## src/rtl/cfu_seq_pkg.sv

```systemverilog
// Shared definitions for the CFU convolution sequencer: CFU funct7 opcodes,
// controller state and command-phase encodings, and the default buffer limit.
package cfu_seq_pkg;

    localparam int MAX_WORDS = 256;
    localparam int FID_W     = 10;

    localparam logic [6:0] F7_INIT     = 7'd0;
    localparam logic [6:0] F7_WR_IN    = 7'd1;
    localparam logic [6:0] F7_WR_K     = 7'd2;
    localparam logic [6:0] F7_RD_OUT   = 7'd3;
    localparam logic [6:0] F7_SET_SIZE = 7'd4;
    localparam logic [6:0] F7_START    = 7'd5;
    localparam logic [6:0] F7_SET_BIAS = 7'd8;

    typedef enum logic [2:0] {
        IDLE,
        FETCH,
        LATCH,
        ISSUE,
        WAIT_RSP,
        DONE,
        ERR
    } seq_state_t;

    typedef enum logic [2:0] {
        PH_INIT,
        PH_INPUT,
        PH_KERNEL,
        PH_BIAS,
        PH_SIZE,
        PH_START,
        PH_READ
    } seq_phase_t;

    // The CFU bus carries funct7 in the upper bits with funct3 fixed at zero.
    function automatic logic [FID_W-1:0] function_id(input logic [6:0] funct7);
        return {funct7, 3'b000};
    endfunction

endpackage

```

## src/rtl/cfu_cmd_port.sv

```systemverilog
// Holding registers for the CFU command/response handshake: one command is
// loaded, held until accepted, then the port waits for exactly one response.
module cfu_cmd_port
    import cfu_seq_pkg::*;
(
    input  logic             clk,
    input  logic             reset,
    input  logic             abort,
    input  logic             load,
    input  logic [FID_W-1:0] load_function_id,
    input  logic [31:0]      load_inputs_0,
    input  logic [31:0]      load_inputs_1,
    output logic             cmd_valid,
    input  logic             cmd_ready,
    output logic [FID_W-1:0] cmd_payload_function_id,
    output logic [31:0]      cmd_payload_inputs_0,
    output logic [31:0]      cmd_payload_inputs_1,
    input  logic             rsp_valid,
    output logic             rsp_ready,
    output logic             cmd_fire,
    output logic             rsp_fire
);

    assign cmd_fire = cmd_valid && cmd_ready;
    assign rsp_fire = rsp_ready && rsp_valid;

    // A load may coincide with the previous response handshake; the new
    // command then becomes valid the following cycle.
    always_ff @(posedge clk) begin
        if (reset) begin
            cmd_valid               <= 1'b0;
            rsp_ready               <= 1'b0;
            cmd_payload_function_id <= '0;
            cmd_payload_inputs_0    <= '0;
            cmd_payload_inputs_1    <= '0;
        end else if (abort) begin
            cmd_valid <= 1'b0;
            rsp_ready <= 1'b0;
        end else begin
            if (load) begin
                cmd_valid               <= 1'b1;
                cmd_payload_function_id <= load_function_id;
                cmd_payload_inputs_0    <= load_inputs_0;
                cmd_payload_inputs_1    <= load_inputs_1;
            end else if (cmd_fire) begin
                cmd_valid <= 1'b0;
                rsp_ready <= 1'b1;
            end
            if (rsp_fire) begin
                rsp_ready <= 1'b0;
            end
        end
    end

endmodule

```

## src/rtl/cfu_conv_sequencer.sv

```systemverilog
// Drives a CFU convolution accelerator through INIT/INPUT/KERNEL/BIAS/SIZE/
// START/READ command phases. Define CFU_SEQ_TIMEOUT_EN to enable the watchdog.
module cfu_conv_sequencer #(
    parameter int MAX_WORDS      = cfu_seq_pkg::MAX_WORDS,
    parameter int TIMEOUT_CYCLES = 4096
) (
    input  logic        clk,
    input  logic        reset,
    input  logic        start,
    input  logic [31:0] buffer_size,
    input  logic [31:0] bias,
    input  logic [31:0] kernel_w0,
    input  logic [31:0] kernel_w1,
    output logic        in_rd_en,
    output logic [7:0]  in_rd_addr,
    input  logic [31:0] in_rd_data,
    output logic        out_wr_en,
    output logic [7:0]  out_wr_addr,
    output logic [31:0] out_wr_data,
    output logic        cmd_valid,
    input  logic        cmd_ready,
    output logic [9:0]  cmd_payload_function_id,
    output logic [31:0] cmd_payload_inputs_0,
    output logic [31:0] cmd_payload_inputs_1,
    input  logic        rsp_valid,
    output logic        rsp_ready,
    input  logic [31:0] rsp_payload_outputs_0,
    output logic        busy,
    output logic        done,
    output logic        error
);

    import cfu_seq_pkg::*;

    localparam int IDX_W = $clog2(MAX_WORDS + 1);

    seq_state_t       state, state_next;
    seq_phase_t       phase, phase_next;
    logic [IDX_W-1:0] idx, idx_next;

    logic [31:0] size_q, bias_q, k0_q, k1_q;
    logic        size_bad, last_word;
    logic        accept, wr_fire, abort, timed_out;
    logic        load, cmd_fire, rsp_fire;
    logic [6:0]  load_f7;
    logic [31:0] load_in0, load_in1;

    assign size_bad  = (buffer_size == 32'd0) || (buffer_size > 32'(4 * MAX_WORDS))
                       || (buffer_size[2:0] != 3'd0);
    assign last_word = ((32'(idx) + 32'd1) << 2) == size_q;

    assign busy       = (state != IDLE);
    assign done       = (state == DONE);
    assign in_rd_en   = (state == FETCH);
    assign in_rd_addr = 8'(idx);

    cfu_cmd_port u_cmd_port (
        .clk                     (clk),
        .reset                   (reset),
        .abort                   (abort),
        .load                    (load),
        .load_function_id        (function_id(load_f7)),
        .load_inputs_0           (load_in0),
        .load_inputs_1           (load_in1),
        .cmd_valid               (cmd_valid),
        .cmd_ready               (cmd_ready),
        .cmd_payload_function_id (cmd_payload_function_id),
        .cmd_payload_inputs_0    (cmd_payload_inputs_0),
        .cmd_payload_inputs_1    (cmd_payload_inputs_1),
        .rsp_valid               (rsp_valid),
        .rsp_ready               (rsp_ready),
        .cmd_fire                (cmd_fire),
        .rsp_fire                (rsp_fire)
    );

`ifdef CFU_SEQ_TIMEOUT_EN
    localparam int TO_W = $clog2(TIMEOUT_CYCLES + 1);

    logic [TO_W-1:0] wd_count;

    // Restarted for every command so only a single stalled exchange trips it.
    always_ff @(posedge clk) begin
        if (reset || load) begin
            wd_count <= '0;
        end else if (state == ISSUE || state == WAIT_RSP) begin
            wd_count <= wd_count + 1'b1;
        end
    end

    assign timed_out = (state == ISSUE || state == WAIT_RSP)
                       && (wd_count == TO_W'(TIMEOUT_CYCLES - 1));
`else
    assign timed_out = 1'b0;
`endif

    always_ff @(posedge clk) begin
        if (reset) begin
            state <= IDLE;
            phase <= PH_INIT;
            idx   <= '0;
        end else begin
            state <= state_next;
            phase <= phase_next;
            idx   <= idx_next;
        end
    end

    // Each command is loaded into the port on the transition into ISSUE.
    always_comb begin
        state_next = state;
        phase_next = phase;
        idx_next   = idx;
        load       = 1'b0;
        load_f7    = F7_INIT;
        load_in0   = 32'd0;
        load_in1   = 32'd0;
        accept     = 1'b0;
        wr_fire    = 1'b0;
        abort      = 1'b0;

        case (state)
            IDLE, ERR: begin
                if (start) begin
                    accept = 1'b1;
                    if (size_bad) begin
                        state_next = ERR;
                    end else begin
                        phase_next = PH_INIT;
                        idx_next   = '0;
                        load       = 1'b1;
                        load_f7    = F7_INIT;
                        state_next = ISSUE;
                    end
                end
            end
            FETCH: begin
                state_next = LATCH;
            end
            LATCH: begin
                load       = 1'b1;
                load_f7    = F7_WR_IN;
                load_in0   = 32'(idx);
                load_in1   = in_rd_data;
                state_next = ISSUE;
            end
            ISSUE: begin
                if (cmd_fire) begin
                    state_next = WAIT_RSP;
                end else if (timed_out) begin
                    abort      = 1'b1;
                    state_next = ERR;
                end
            end
            WAIT_RSP: begin
                if (rsp_fire) begin
                    state_next = ISSUE;
                    case (phase)
                        PH_INIT: begin
                            phase_next = PH_INPUT;
                            idx_next   = '0;
                            state_next = FETCH;
                        end
                        PH_INPUT: begin
                            if (last_word) begin
                                phase_next = PH_KERNEL;
                                idx_next   = '0;
                                load       = 1'b1;
                                load_f7    = F7_WR_K;
                                load_in1   = k0_q;
                            end else begin
                                idx_next   = idx + 1'b1;
                                state_next = FETCH;
                            end
                        end
                        PH_KERNEL: begin
                            load = 1'b1;
                            if (idx == '0) begin
                                idx_next = IDX_W'(1);
                                load_f7  = F7_WR_K;
                                load_in0 = 32'd1;
                                load_in1 = k1_q;
                            end else begin
                                phase_next = PH_BIAS;
                                load_f7    = F7_SET_BIAS;
                                load_in0   = bias_q;
                            end
                        end
                        PH_BIAS: begin
                            phase_next = PH_SIZE;
                            load       = 1'b1;
                            load_f7    = F7_SET_SIZE;
                            load_in0   = size_q;
                        end
                        PH_SIZE: begin
                            phase_next = PH_START;
                            load       = 1'b1;
                            load_f7    = F7_START;
                        end
                        PH_START: begin
                            phase_next = PH_READ;
                            idx_next   = '0;
                            load       = 1'b1;
                            load_f7    = F7_RD_OUT;
                        end
                        PH_READ: begin
                            wr_fire = 1'b1;
                            if (last_word) begin
                                state_next = DONE;
                            end else begin
                                idx_next = idx + 1'b1;
                                load     = 1'b1;
                                load_f7  = F7_RD_OUT;
                                load_in0 = 32'(idx) + 32'd1;
                            end
                        end
                        default: begin
                            state_next = IDLE;
                        end
                    endcase
                end else if (timed_out) begin
                    abort      = 1'b1;
                    state_next = ERR;
                end
            end
            DONE: begin
                state_next = IDLE;
            end
            default: begin
                state_next = IDLE;
            end
        endcase
    end

    // Operands are captured at start; error is cleared by any accepted start.
    always_ff @(posedge clk) begin
        if (reset) begin
            size_q      <= '0;
            bias_q      <= '0;
            k0_q        <= '0;
            k1_q        <= '0;
            error       <= 1'b0;
            out_wr_en   <= 1'b0;
            out_wr_addr <= '0;
            out_wr_data <= '0;
        end else begin
            if (accept) begin
                size_q <= buffer_size;
                bias_q <= bias;
                k0_q   <= kernel_w0;
                k1_q   <= kernel_w1;
                error  <= size_bad;
            end else if (abort) begin
                error <= 1'b1;
            end
            out_wr_en <= wr_fire;
            if (wr_fire) begin
                out_wr_addr <= 8'(idx);
                out_wr_data <= rsp_payload_outputs_0;
            end
        end
    end

endmodule
```

## config.mk

```make
export PLATFORM = sky130hd
export DESIGN_NAME = cfu_conv_sequencer
export DESIGN_NICKNAME = d
export VERILOG_FILES = /design/src/rtl/cfu_seq_pkg.sv /design/src/rtl/cfu_cmd_port.sv /design/src/rtl/cfu_conv_sequencer.sv
export SDC_FILE = /design/constraint.sdc
export NUM_CORES = 1
export LEC_CHECK = 0
export BUFFER_PORTS_ARGS = -buffer_cell sky130_fd_sc_hd__buf_4
export CAP_MARGIN = 0
export CORE_ASPECT_RATIO = 0.7
export CORE_MARGIN = 5
export CORE_UTILIZATION = 44
export DETAILED_ROUTE_END_ITERATION = 8
export PLACE_DENSITY = 0.74
export SLEW_MARGIN = 10
export SYNTH_ARGS = -nofsm -noshare
export SYNTH_HDL_FRONTEND = slang
export SYNTH_HIERARCHICAL = 1
export SYNTH_SLANG_ARGS = --single-unit
```

## constraint.sdc

```tcl
create_clock -name clk -period 3.91 [get_ports clk]
set_clock_uncertainty 0.2 [all_clocks]
set_input_delay 0.1955 -clock clk [delete_from_list [all_inputs] [get_ports clk]]
set_output_delay 0.1955 -clock clk [all_outputs]
set_load 0.05 [all_outputs]
```

[Word level (Yosys, flattened, before mapping)]
Cells that the tools add are included.
Storage, ports and cells
  logic and storage cells: 117
  register bits after elaboration: 258
  bits of input ports: 197
Operators by class
  eq/ne operators: 23
  multiplexer cells: 54
  bitwise operators: 1
  add/sub/neg operators: 2
  reduce and logical (&&, ||, !) cells: 20
  order comparisons: 1
Operator list (number)
  $pmux 32 s2: 3
  $mux 32: 5
  $pmux 32 s3: 1
  $mux 9: 6
  $pmux 9 s4: 1
  $eq 32x32->1: 1
  $gt 32x11->1 const B: 1
  $logic_not 32->1: 1
  $mux 3: 10
  $pmux 4 s6: 1
  $eq 3x3->1 const B: 6
  $pmux 3 s6: 1
  $pmux 9 s2: 1
  $pmux 3 s5: 1
  $reduce_and 7->1: 2
  $mux 1: 13
  $eq 3x2->1 const B: 4
  $ne 3x3->1 const B: 4
  $pmux 3 s4: 1
  $add 9x1->10 const B: 1
  $mux 10: 1
  $add 9x1->9 const B: 1
  $logic_not 9->1: 1
  $mux 4: 2
  18 further kinds: 32

[Longest topological paths before layout]
Gate-level depths: netlist (run 1).
  word-level depth: 8
  depth in mapped cells: 16
  gate-level depth less buffers: 12

[Modules after synthesis]
The synthesis (run 1) kept the hierarchy.
Modules (own cells, without submodules)
  cfu_conv_sequencer: times used 1, cells an instance 1183, area each 8748.4 µm², sequential area each 3703.6 µm²
  cfu_cmd_port: times used 1, cells an instance 333, area each 2622.5 µm², sequential area each 1521.5 µm²

[Least setup slack after synthesis (run 1)]
Ideal clock, no wire load.
  path kind: reg2reg
  start: reg idx[1]
  end: reg u_cmd_port.cmd_payload_inputs_0[1]
  period minus slack after synthesis: 3.380 ns
  arrival time: 3.109 ns
  slack: 0.530 ns
  required time: 3.640 ns
  cell stages (with the launch flop): 17
  cells stage by stage: dfxtp_1 -> clkbuf_1 -> inv_1 -> ha_1 -> xnor2_1 -> nand4_1 -> a2111oi_4 -> o211ai_2 -> or2_1 -> buf_6 -> o22a_1 -> o22ai_1 -> and2b_1 -> buf_4 -> buf_2 -> nand2_1 -> a21oi_1
Between the ends
  longest elaborated chain between the ends: 6
Ends and longest elaborated chain
  start: declaration: RTL line cfu_conv_sequencer.sv:39  | logic [IDX_W-1:0] idx, idx_next;
  start signal: assignment: RTL line cfu_conv_sequencer.sv:104  | idx <= idx_next;
  $add 9x1->10 (*): RTL line cfu_conv_sequencer.sv:50  | assign last_word = ((32'(idx) + 32'd1) << 2) == size_q;
  $eq 32x32->1 (*): RTL line cfu_conv_sequencer.sv:50
  $mux 1 (on tied branches): RTL line cfu_conv_sequencer.sv:207, cfu_conv_sequencer.sv:164
  $pmux 1 s3 (*): RTL line cfu_conv_sequencer.sv:157  | case (phase)
  $mux 1 (*): RTL line cfu_conv_sequencer.sv:155  | if (rsp_fire) begin
  $pmux 1 s3 (*): RTL line cfu_conv_sequencer.sv:121  | case (state)
  via load: RTL line cfu_conv_sequencer.sv:44  | logic load, cmd_fire, rsp_fire;
  end signal: assignment: RTL line cfu_cmd_port.sv:43  | cmd_payload_inputs_0 <= load_inputs_0;
  end: declaration: RTL line cfu_cmd_port.sv:16  | output logic [31:0] cmd_payload_inputs_0,
The timed path passes the listed nets; every way through them passes the cells marked *.
A chain may end at the register's enable or synchronous reset.

[Final worst setup path (run 1)]
  start: reg idx[2]
  end: reg u_cmd_port.cmd_payload_function_id[9]
Between the ends
  longest elaborated chain between the ends: 6
Ends and longest elaborated chain
  $add 9x1->10 (*): RTL line cfu_conv_sequencer.sv:50
  $eq 32x32->1 (*): RTL line cfu_conv_sequencer.sv:50
  $mux 1 (on tied branches): RTL line cfu_conv_sequencer.sv:207, cfu_conv_sequencer.sv:164
  $pmux 1 s3 (*): RTL line cfu_conv_sequencer.sv:157
  $mux 1 (*): RTL line cfu_conv_sequencer.sv:155
  $pmux 1 s3 (*): RTL line cfu_conv_sequencer.sv:121
  via load: RTL line cfu_conv_sequencer.sv:44
  end signal: assignment: RTL line cfu_cmd_port.sv:42  | cmd_payload_function_id <= load_function_id;
  end: declaration: RTL line cfu_cmd_port.sv:15  | output logic [FID_W-1:0] cmd_payload_function_id,
Marks and branches as above.

==> reports/results.ini, run 1 <==
[global_routing]
antenna_found_initial = 1
overflow = 0
grt_max_degree = 162
grt_pass1_wl_mm = 66.4
grt_pass1_vias = 12600
grt_usage_pct = 27.5

[job]
drv_cap = 0

[routing]
post-route-drc-count = 0
ant_nets = 0
drt-initial-drc-count = 937
wire_per_inst_um = 18.1
via_count = 12900
wirelength_mm = 42.6
viasPerCell = 5.47
first_pass_iters = 5

[clock_tree]
numClockSinks = 261
h-tree-depth = 1
cts_buffer_depth = 3
cts-root-buf = clkbuf_16
path_clk_slew_ps = 70
clkLatencyLatePin_ps = 540
cts_tree = built
cts_made_buffers = 26

[worst_setup_path]
path_max_fanout = 15
endpoint_kind = register
crit_required_ps = 4100
cp-start-kind = register
cp.arrival_ps = 3840
cp_cell_sequence = nand3_4, or3_4, a221oi_2, o211ai_2, or2_1, o22a_1, o22ai_1, nand2b_2, buf_4, nand2_1, a21oi_1
crit_slowest_cell = dfxtp_1
cp_slowest_stage_delay_ps = 660
criticalPathCategory = reg2reg
rrSetupSlack_ps = 250

[yosys]
yosys_warnings = 6
synth_top_family_by_area = compound AO/OA/AOI/OAI gates
ys_ff_latch = 261
synthAdderAreaFrac_pct = 0.220
synth_top_area_share_pct = 46.0
synth.most_common_cell = nand2_1
synthFlopType = dfxtp_1
synth.mux.area_fraction_pct = 0.0990
synth_cell_types = 59
synthSimpleGateAreaFrac_pct = 23.4
synth_xor_area_share_pct = 0.693
ys_seq_area_share_pct = 46.0
synthArstFlopShare_pct = 0
synth_edf_count = 0
synthTopCellsByCount = 510 x nand2_1, 264 x a21oi_1, 261 x dfxtp_1
syn_area_um2 = 11400
synth.avg_cell_area_um2 = 7.50
yosys.area.top_type = dfxtp_1
synth_area_leaders = dfxtp_1 46%, nand2_1 17%, a21oi_1 12%
synth_compound_area_share_pct = 23.9
syn-instance-count = 1516

[placement]
hpwl_mm = 26.4
gp_congestion = 0.896
dp.cells = 2086
port_buffers = 325

[die]
die_x_um = 202
start_util_pct = 44.5
core_um2 = 25600
fp.dieArea_um2 = 29200
num_rows = 49
die_h_um = 145
ios = 326

[sta]
finalSetupTns_ps = 0
worstMarginPinSlew_ps = 844
finalCritPeriodShare_pct = 93.5
setup-violations-final = 0
drv_slew = 0
fmax_ghz = 0.274
max-slew-margin-rel_pct = 43.7
rsz0062_at_grt = false
final-hold-violation-count = 0
period_needed_ps = 3660

[power]
p_leak_nw = 6.95
ir_drop_v = 0.000327
p_per_area_nw_per_um2 = 381

[cells_and_area]
nets = 2203
drive_above_1_share_pct = 20.8
syn2layout_area_growth_pct = 50.3
fin_cells = 2355

[outcome]
run_status = finished, final reports clean

[worst_hold_path]
hold_class = in2reg

[where the power goes]
group | internal, mW | leakage [nW] | switching, mW | total (mW)
combinational | 0.518 | 4.42 | 0.627 | 1.15
clock | 1.41 | 0.413 | 1.07 | 2.47
sequential | 2.80 | 2.12 | 0.104 | 2.90
[routing by layer]
layer  track usage, %  up-vias  part of all wire (%)
li1                 -     6094                     -
met1             35.8     6042                    41
met2             45.5      628                    46
met3             7.02      129                   9.3
met4             8.64        0                   3.4
met5                0        -                     0
[logic make-up after synthesis]
| family | Yosys count |
|---|---|
| AOI/OAI and AO/OA | 445 |
| xor gates and xnor gates | 9 |
| adders and majority gates | 2 |
| buffers and inverters | 147 |
| DFF | 261 |
| muxes | 1 |
| other | 1 |
| and+or+nand+nor | 650 |
[worst max-delay path: cells and delay by family, from the launching register on]
family | cells | cell delay, ps
AND/OR/NAND/NOR | 5 | 1340
flip-flops | 1 | 660
buffers and inverters | 1 | 300
AO/OA/AOI/OAI | 5 | 1030
[registers in the layout, summed over array words and instances (netlist names), 3 cells and up]
signal / count
u_cmd_port/cmd_payload_inputs_1: 32
phase: 3
state: 3
k0_q: 32
u_cmd_port/cmd_payload_inputs_0: 32
bias_q: 32
idx: 9
u_cmd_port/cmd_payload_function_id: 10
k1_q: 32
out_wr_addr: 8
out_wr_data: 32
size_q: 32
[layout by cell type, fill, tap and decap left out, drive strengths merged, types with 5 or more instances in the layout]
master	Yosys	routed
a21o	34	34
a21oi	264	264
a22o	33	33
a22oi	32	32
a31oi	9	9
and2	11	11
buf	37	358
clkbuf	91	36
clkinv	0	7
conb	1	10
dfxtp	261	261
dlygate4sd3	0	221
inv	19	19
nand2	510	510
nand3	13	13
nand4	8	8
nor2	58	58
nor2b	9	9
nor3	12	12
nor4	14	14
o211ai	12	12
o21ai	21	21
o22ai	7	7
xor2	5	5
[per-stage QoR]
| step | cell area (um^2) | setup WS [ps] | util [%] | hold WS [ps] | total power [mW] |
|---|---|---|---|---|---|
| 3_3_place_gp | 14000 | 305 | 54.8 | 241 | 3.86 |
| 4_1_cts | 17100 | 261 | 66.8 | 219 | 6.53 |
| 3_5_place_dp | 14000 | 259 | 54.8 | 246 | 3.87 |
| 2_1_floorplan | 11400 | 530 | - | 131 | 3.48 |
| 6_report | 17100 | 254 | 66.8 | 243 | 6.52 |
| 5_1_grt | 17100 | 13.8 | 66.8 | 261 | 6.78 |
[path summary, 6_finish.rpt]
| kind | start | to | cells after the start |
|---|---|---|---|
| max | idx[2]$_SDFFE_PP0P_ | u_cmd_port/cmd_payload_function_id[9]$_SDFFE_PP0P_ | 11 |
| min | bias[20] | bias_q[20]$_SDFFE_PP0P_ | 4 |
| max reg2reg | idx[2]$_SDFFE_PP0P_ | u_cmd_port/cmd_payload_function_id[9]$_SDFFE_PP0P_ | 11 |
| min reg2reg | out_wr_data[15]$_SDFFE_PP0P_ | out_wr_data[15]$_SDFFE_PP0P_ | 2 |
[what timing repair did]
item	4_1_cts	5_1_grt
setup buffers	0	0
setup endpoints to repair	0	33
endpoints found under the hold margin	219	0
hold buffers	221	0
resized for setup	0	2
[final cells by class]
type,count,area (um^2)
antenna,2,5.00
clock buffer,36,748
clock inverter,10,95.1
fill,1954,8480
inverter,19,71.3
multi-input combinational,1117,5560
sequential,261,5230
tap,331,414
timing repair buffer,579,4970
(Power assumes the default switching activity.)
==> inputs of run 2 (changes only) <==
CORE_UTILIZATION = 52   (was 44)
PLACE_DENSITY = 0.8   (was 0.74)
==> reports/results.ini, run 2 (synthesis gave the netlist of run 1 again) <==
[placement]
gp_congestion = 0.931  ; +3.9%
port_buffers = 325  ; unchanged
dp.cells = 2033  ; -2.5%
hpwl_mm = 24.8  ; -6.2%
place_area_um2 = 13900  ; -0.56%

[routing]
ant_nets = 0  ; unchanged
wirelength_mm = 46.5  ; +9.2%
post-route-drc-count = 0  ; unchanged
viasPerCell = 5.89  ; +7.6%
drt-initial-drc-count = 1580  ; +69%
wl_met2_mm = 21.7  ; +11%
first_pass_iters = 7  ; +2
wire_per_inst_um = 19.9  ; +10%
wl_met1_mm = 17.5  ; -0.79%
via_count = 13800  ; +6.8%
met3_length_mm = 4.94  ; +24%
top_layer = met5

[cells_and_area]
mostFrequentLayoutCells = 509 x nand2_1, 347 x buf_4, 264 x a21oi_1
fin_cells = 2337  ; -0.76%
syn2layout_area_growth_pct = 53.0
nets = 2231  ; +1.3%
fin_area_um2 = 17400  ; +1.8%
drive_above_1_share_pct = 20.6  ; -0.21 points
layout_commonest_cell = nand2_1

[sta]
final-hold-violation-count = 0  ; unchanged
finalCritPeriodShare_pct = 94.5  ; +0.96 points
fmax_ghz = 0.271  ; -1.0%
worstMarginPinSlew_ps = 949  ; +104 ps
period_needed_ps = 3690  ; +37.7 ps
max-slew-margin-rel_pct = 36.7  ; -7.0 points
setup-violations-final = 0  ; unchanged
rsz0062_at_grt = false
finalSetupTns_ps = 0  ; unchanged
drv_slew = 0  ; unchanged

[global_routing]
grt_usage_pct = 35.5  ; +8.0 points
overflow = 0  ; unchanged
grt_max_degree = 90  ; -44%
grt_pass1_vias = 13800  ; +9.7%
antenna_found_initial = 4  ; +3
grt_pass1_wl_mm = 73.6  ; +11%

[die]
start_util_pct = 52.6  ; +8.1 points
ios = 326  ; unchanged
num_rows = 45  ; -8.2%
fp.dieArea_um2 = 25000  ; -15%
die_h_um = 134  ; -7.5%
core_um2 = 21600  ; -15%
die_x_um = 187  ; -7.6%

[power]
total_power_mw = 6.79  ; +4.1%
ir_drop_v = 0.000352  ; +7.7%
p_per_area_nw_per_um2 = 390  ; +2.3%
p_leak_nw = 7.16  ; +3.0%

[clock_tree]
clkLatencyLatePin_ps = 550  ; about the same
cts-root-buf = clkbuf_16
path_clk_slew_ps = 70  ; about the same
cts_tree = built
h-tree-depth = 1  ; unchanged
post-cts-setup-buffers = 0  ; unchanged
cts_buffer_depth = 3  ; unchanged
numClockSinks = 261  ; unchanged
cts_made_buffers = 26  ; unchanged

[worst_setup_path]
path_max_fanout = 68  ; +53
cp.arrival_ps = 3970  ; +130 ps
ff2ff_path_depth = 8  ; -3
crit_required_ps = 4180  ; +80 ps
cp-start-kind = register
endpoint_kind = register
cp_cell_sequence = or2_2, a21oi_1, nand2_4, buf_4, buf_4, nand2_1, a21oi_1, dlygate4sd3_1
criticalPathCategory = reg2reg
crit_slowest_cell = buf_4
cp_slowest_stage_delay_ps = 720  ; +60 ps

[worst_hold_path]
hold_class = reg2reg
whs_path_depth = 2  ; -2

[outcome]
run_status = finished, final reports clean

[job]
drv_cap = 0  ; unchanged

run 2: worst paths after layout:
check / start / to / slack [ps]
worst min-delay path: k1_q[20]$_SDFFE_PP0P_ / k1_q[20]$_SDFFE_PP0P_ / 250
worst min register to register: k1_q[20]$_SDFFE_PP0P_ / k1_q[20]$_SDFFE_PP0P_ / 250
worst max register to register: state[1]$_SDFFE_PP0P_ / size_q[9]$_SDFFE_PP0P_ / 220
worst max-delay path: state[1]$_SDFFE_PP0P_ / size_q[9]$_SDFFE_PP0P_ / 220
run 2: per-stage QoR:
stage | setup WS (ps) | hold slack (ps) | utilization, %
floorplan | 530 | 131 | -
global placement | 459 | 240 | 64.5
detailed placement | 291 | 246 | 64.5
CTS | 252 | 240 | 80.4
global route | 66.2 | 258 | 80.5
finish | 216 | 254 | 80.5
run 2: layout make-up:
cell class	count	area [um^2]
repair buffers	607	5270
inverters	19	71.3
multi-input cells	1117	5560
flip-flops and latches	261	5230
clock inverters	14	180
well taps	282	353
diodes	3	7.51
clock buffers	34	731
fillers	1204	4220
run 2: metal layers:
metal | GRT usage (%) | vias up
met5 | 0 | -
met1 | 43.9 | 6379
met2 | 59.8 | 1024
li1 | - | 6149
met4 | 15.9 | 2
met3 | 7.88 | 213
run 2: report_power, final:
group | total, mW | leakage, nW | switching, mW | internal (mW)
clock network | 2.66 | 0.444 | 1.13 | 1.53
registers | 2.91 | 2.12 | 0.113 | 2.79
logic | 1.22 | 4.60 | 0.666 | 0.551
run 2: critical path, delay by kind of cell (launching register included):
kind                   cells  cell delay [ps]
buffers and inverters      3             1860
AOI/OAI and AO/OA          2              310
DFF                        1              640
and+or+nand+nor            3              530
run 2: timing repair:
item,CTS,global route
setup endpoints to repair,0,33
resized for setup,0,3
endpoints found under the hold margin,216,0
hold buffers,253,0
==> inputs of run 3 (changes only) <==
CORE_MARGIN = 4   (was 5)
CTS_BUF_LIST = sky130_fd_sc_hd__clkbuf_16   (was not set)
==> reports/results.ini, run 3 (synthesis gave the netlist of run 1 again) <==
[outcome]
run_status = finished, final reports clean

[routing]
ant_nets = 0  ; unchanged
wire_per_inst_um = 18.8  ; -5.6%
drt-initial-drc-count = 1561  ; -1.2%
wirelength_mm = 42.8  ; -8.0%
viasPerCell = 5.79  ; -1.8%
via_count = 13200  ; -4.3%
post-route-drc-count = 0  ; unchanged
first_pass_iters = 8  ; +1

[worst_setup_path]
crit_required_ps = 4150  ; -30 ps
ff2ff_path_depth = 14  ; +6
cp_slowest_stage_delay_ps = 430  ; -290 ps
path_max_fanout = 18  ; -74%
endpoint_kind = register
cpMostUsedCell = buf_4
crit_slowest_cell = o21ai_0
cp.arrival_ps = 3970  ; about the same
rr_startpoint = idx[0]$_SDFFE_PP0P_
cp_cell_sequence = buf_4, inv_1, ha_1, xnor2_1, nand4_1, a2111oi_4, o211ai_2, o21ai_0, o22a_1, o22ai_2, nand2b_2, buf_4, nand2_1, a21oi_1
rrSetupSlack_ps = 180  ; -40 ps
cp-start-kind = register
criticalPathCategory = reg2reg
reg2reg_to = u_cmd_port/cmd_payload_inputs_1[13]$_SDFFE_PP0P_

[clock_tree]
post-cts-setup-buffers = 0  ; unchanged
clkLatencyLatePin_ps = 520  ; -30 ps
numClockSinks = 261  ; unchanged
cts_tree = built
cts_made_buffers = 25  ; -3.8%
path_clk_slew_ps = 70  ; about the same
cts_buffer_depth = 3  ; unchanged
cts-root-buf = clkbuf_16
h-tree-depth = 1  ; unchanged

[power]
total_power_mw = 6.26  ; -7.7%
p_per_area_nw_per_um2 = 376  ; -3.6%
p_leak_nw = 6.74  ; -5.9%
ir_drop_v = 0.000293  ; -17%

[worst_hold_path]
min_from = reset
whs_path_depth = 2  ; unchanged
hold_class = in2reg
worstHoldEndpoint = k1_q[10]$_SDFFE_PP0P_

[global_routing]
grt_pass1_vias = 12800  ; -7.1%
grt_usage_pct = 32.9  ; -2.6 points
antenna_found_initial = 6  ; +2
grt_max_degree = 89  ; -1.1%
overflow = 0  ; unchanged
grt_pass1_wl_mm = 66.9  ; -9.1%

[placement]
gp_congestion = 0.951  ; +2.1%
hpwl_mm = 25.0  ; +0.82%
dp_slack_ps = 288  ; -2.65 ps
port_buffers = 325  ; unchanged

[cells_and_area]
mostFrequentLayoutCells = 509 x nand2_1, 352 x buf_4, 264 x a21oi_1
final_core_util_pct = 79.0  ; -1.5 points
syn2layout_area_growth_pct = 46.4
nets = 2175  ; -2.5%
nFillCells = 1346  ; +12%
drive_above_1_share_pct = 20.6  ; about the same
layout_commonest_cell = nand2_1

[die]
fp.dieArea_um2 = 24300  ; -2.6%
ios = 326  ; unchanged
die_x_um = 185  ; -1.1%
num_rows = 44  ; -2.2%
die_h_um = 132  ; -1.5%
core_um2 = 21100  ; -2.5%
start_util_pct = 53.9  ; +1.3 points

[sta]
period_needed_ps = 3730  ; +39.4 ps
fmax_ghz = 0.268  ; -1.1%
fin_ws_ps = 177  ; -39.4 ps
rsz0062_at_grt = false
setup-violations-final = 0  ; unchanged
max-slew-margin-rel_pct = 40.2  ; +3.4 points
finalSetupTns_ps = 0  ; unchanged
drv_slew = 0  ; unchanged
worstMarginPinSlew_ps = 885  ; -64.0 ps
finalCritPeriodShare_pct = 95.5  ; +1.0 points
final-hold-violation-count = 0  ; unchanged

[job]
drv_cap = 0  ; unchanged

-- run 3: cell types whose count changed in the layout (fill, tap and decap cells not counted), moves of 3 or more --
cell	delta
buf_4	+5
inv_1	+4
clkbuf_1	-3
diode_2	+3
clkbuf_8	-4
clkinv_1	+9
dlygate4sd3_1	-58
-- run 3: final cells by class --
| cell class | instances | area (um^2) | share of cell area [%] |
|---|---|---|---|
| timing repair buffer | 552 | 4690 | 28.2 |
| multi-input combinational | 1117 | 5560 | 33.4 |
| clock inverter | 20 | 119 | 0.714 |
| sequential | 261 | 5230 | 31.4 |
| clock buffer | 25 | 626 | 3.76 |
| antenna | 6 | 15.0 | 0.0902 |
| tap | 276 | 345 | 2.07 |
| inverter | 19 | 71.3 | 0.428 |
-- run 3: worst max-delay path by stage --
stage	from	end	slack, ps	cells after the start
after global placement	idx[0]$_SDFFE_PP0P_	u_cmd_port/cmd_payload_inputs_0[31]$_SDFFE_PP0P_	420	14
after detailed placement	idx[0]$_SDFFE_PP0P_	u_cmd_port/cmd_payload_inputs_0[25]$_SDFFE_PP0P_	290	14
final	idx[0]$_SDFFE_PP0P_	u_cmd_port/cmd_payload_inputs_1[13]$_SDFFE_PP0P_	180	14
after CTS	idx[0]$_SDFFE_PP0P_	u_cmd_port/cmd_payload_inputs_0[25]$_SDFFE_PP0P_	270	14
after global routing	idx[0]$_SDFFE_PP0P_	u_cmd_port/cmd_payload_inputs_1[13]$_SDFFE_PP0P_	40	14
after floorplan	idx[1]$_SDFFE_PP0P_	u_cmd_port/cmd_payload_inputs_0[1]$_SDFFE_PP0P_	530	16
-- run 3: repair_timing --
item	CTS	global route
hold buffers	195	0
endpoints found under the setup margin	0	6
hold endpoints to repair	196	0
resized for setup	0	1
-- run 3: worst max-delay path: cells and delay by family (launching register included) --
kind                       cells  cell delay, ps
DFF                            1             330
and+or+nand+nor                3             580
AOI/OAI and AO/OA              6            1470
adders and majority gates      1             320
xor gates and xnor gates       1             140
buffers and inverters          3             580
-- run 3: layer usage --
| metal | GRT usage [%] | vias up | wire [um] |
|---|---|---|---|
| li1 | - | 6038 | - |
| met3 | 7.82 | 163 | 4880 |
| met5 | 0 | - | 0 |
| met2 | 52.3 | 877 | 19500 |
| met1 | 42.8 | 6094 | 16600 |
| met4 | 14.5 | 0 | 1890 |
-- run 3: report_power, final --
group	total (mW)	internal (mW)	leakage, nW	switching, mW
combinational	1.10	0.482	4.24	0.620
clock	2.26	1.23	0.384	1.03
sequential	2.90	2.80	2.12	0.108
-- run 3: through the flow --
stage,std cells,area (um^2),hold slack (ps)
finish,2276,16700,32.7
global route,2276,16700,29.8
CTS,2270,16600,25.8
detailed placement,2030,13900,247
global placement,2030,13900,241
floorplan,1525,11400,131
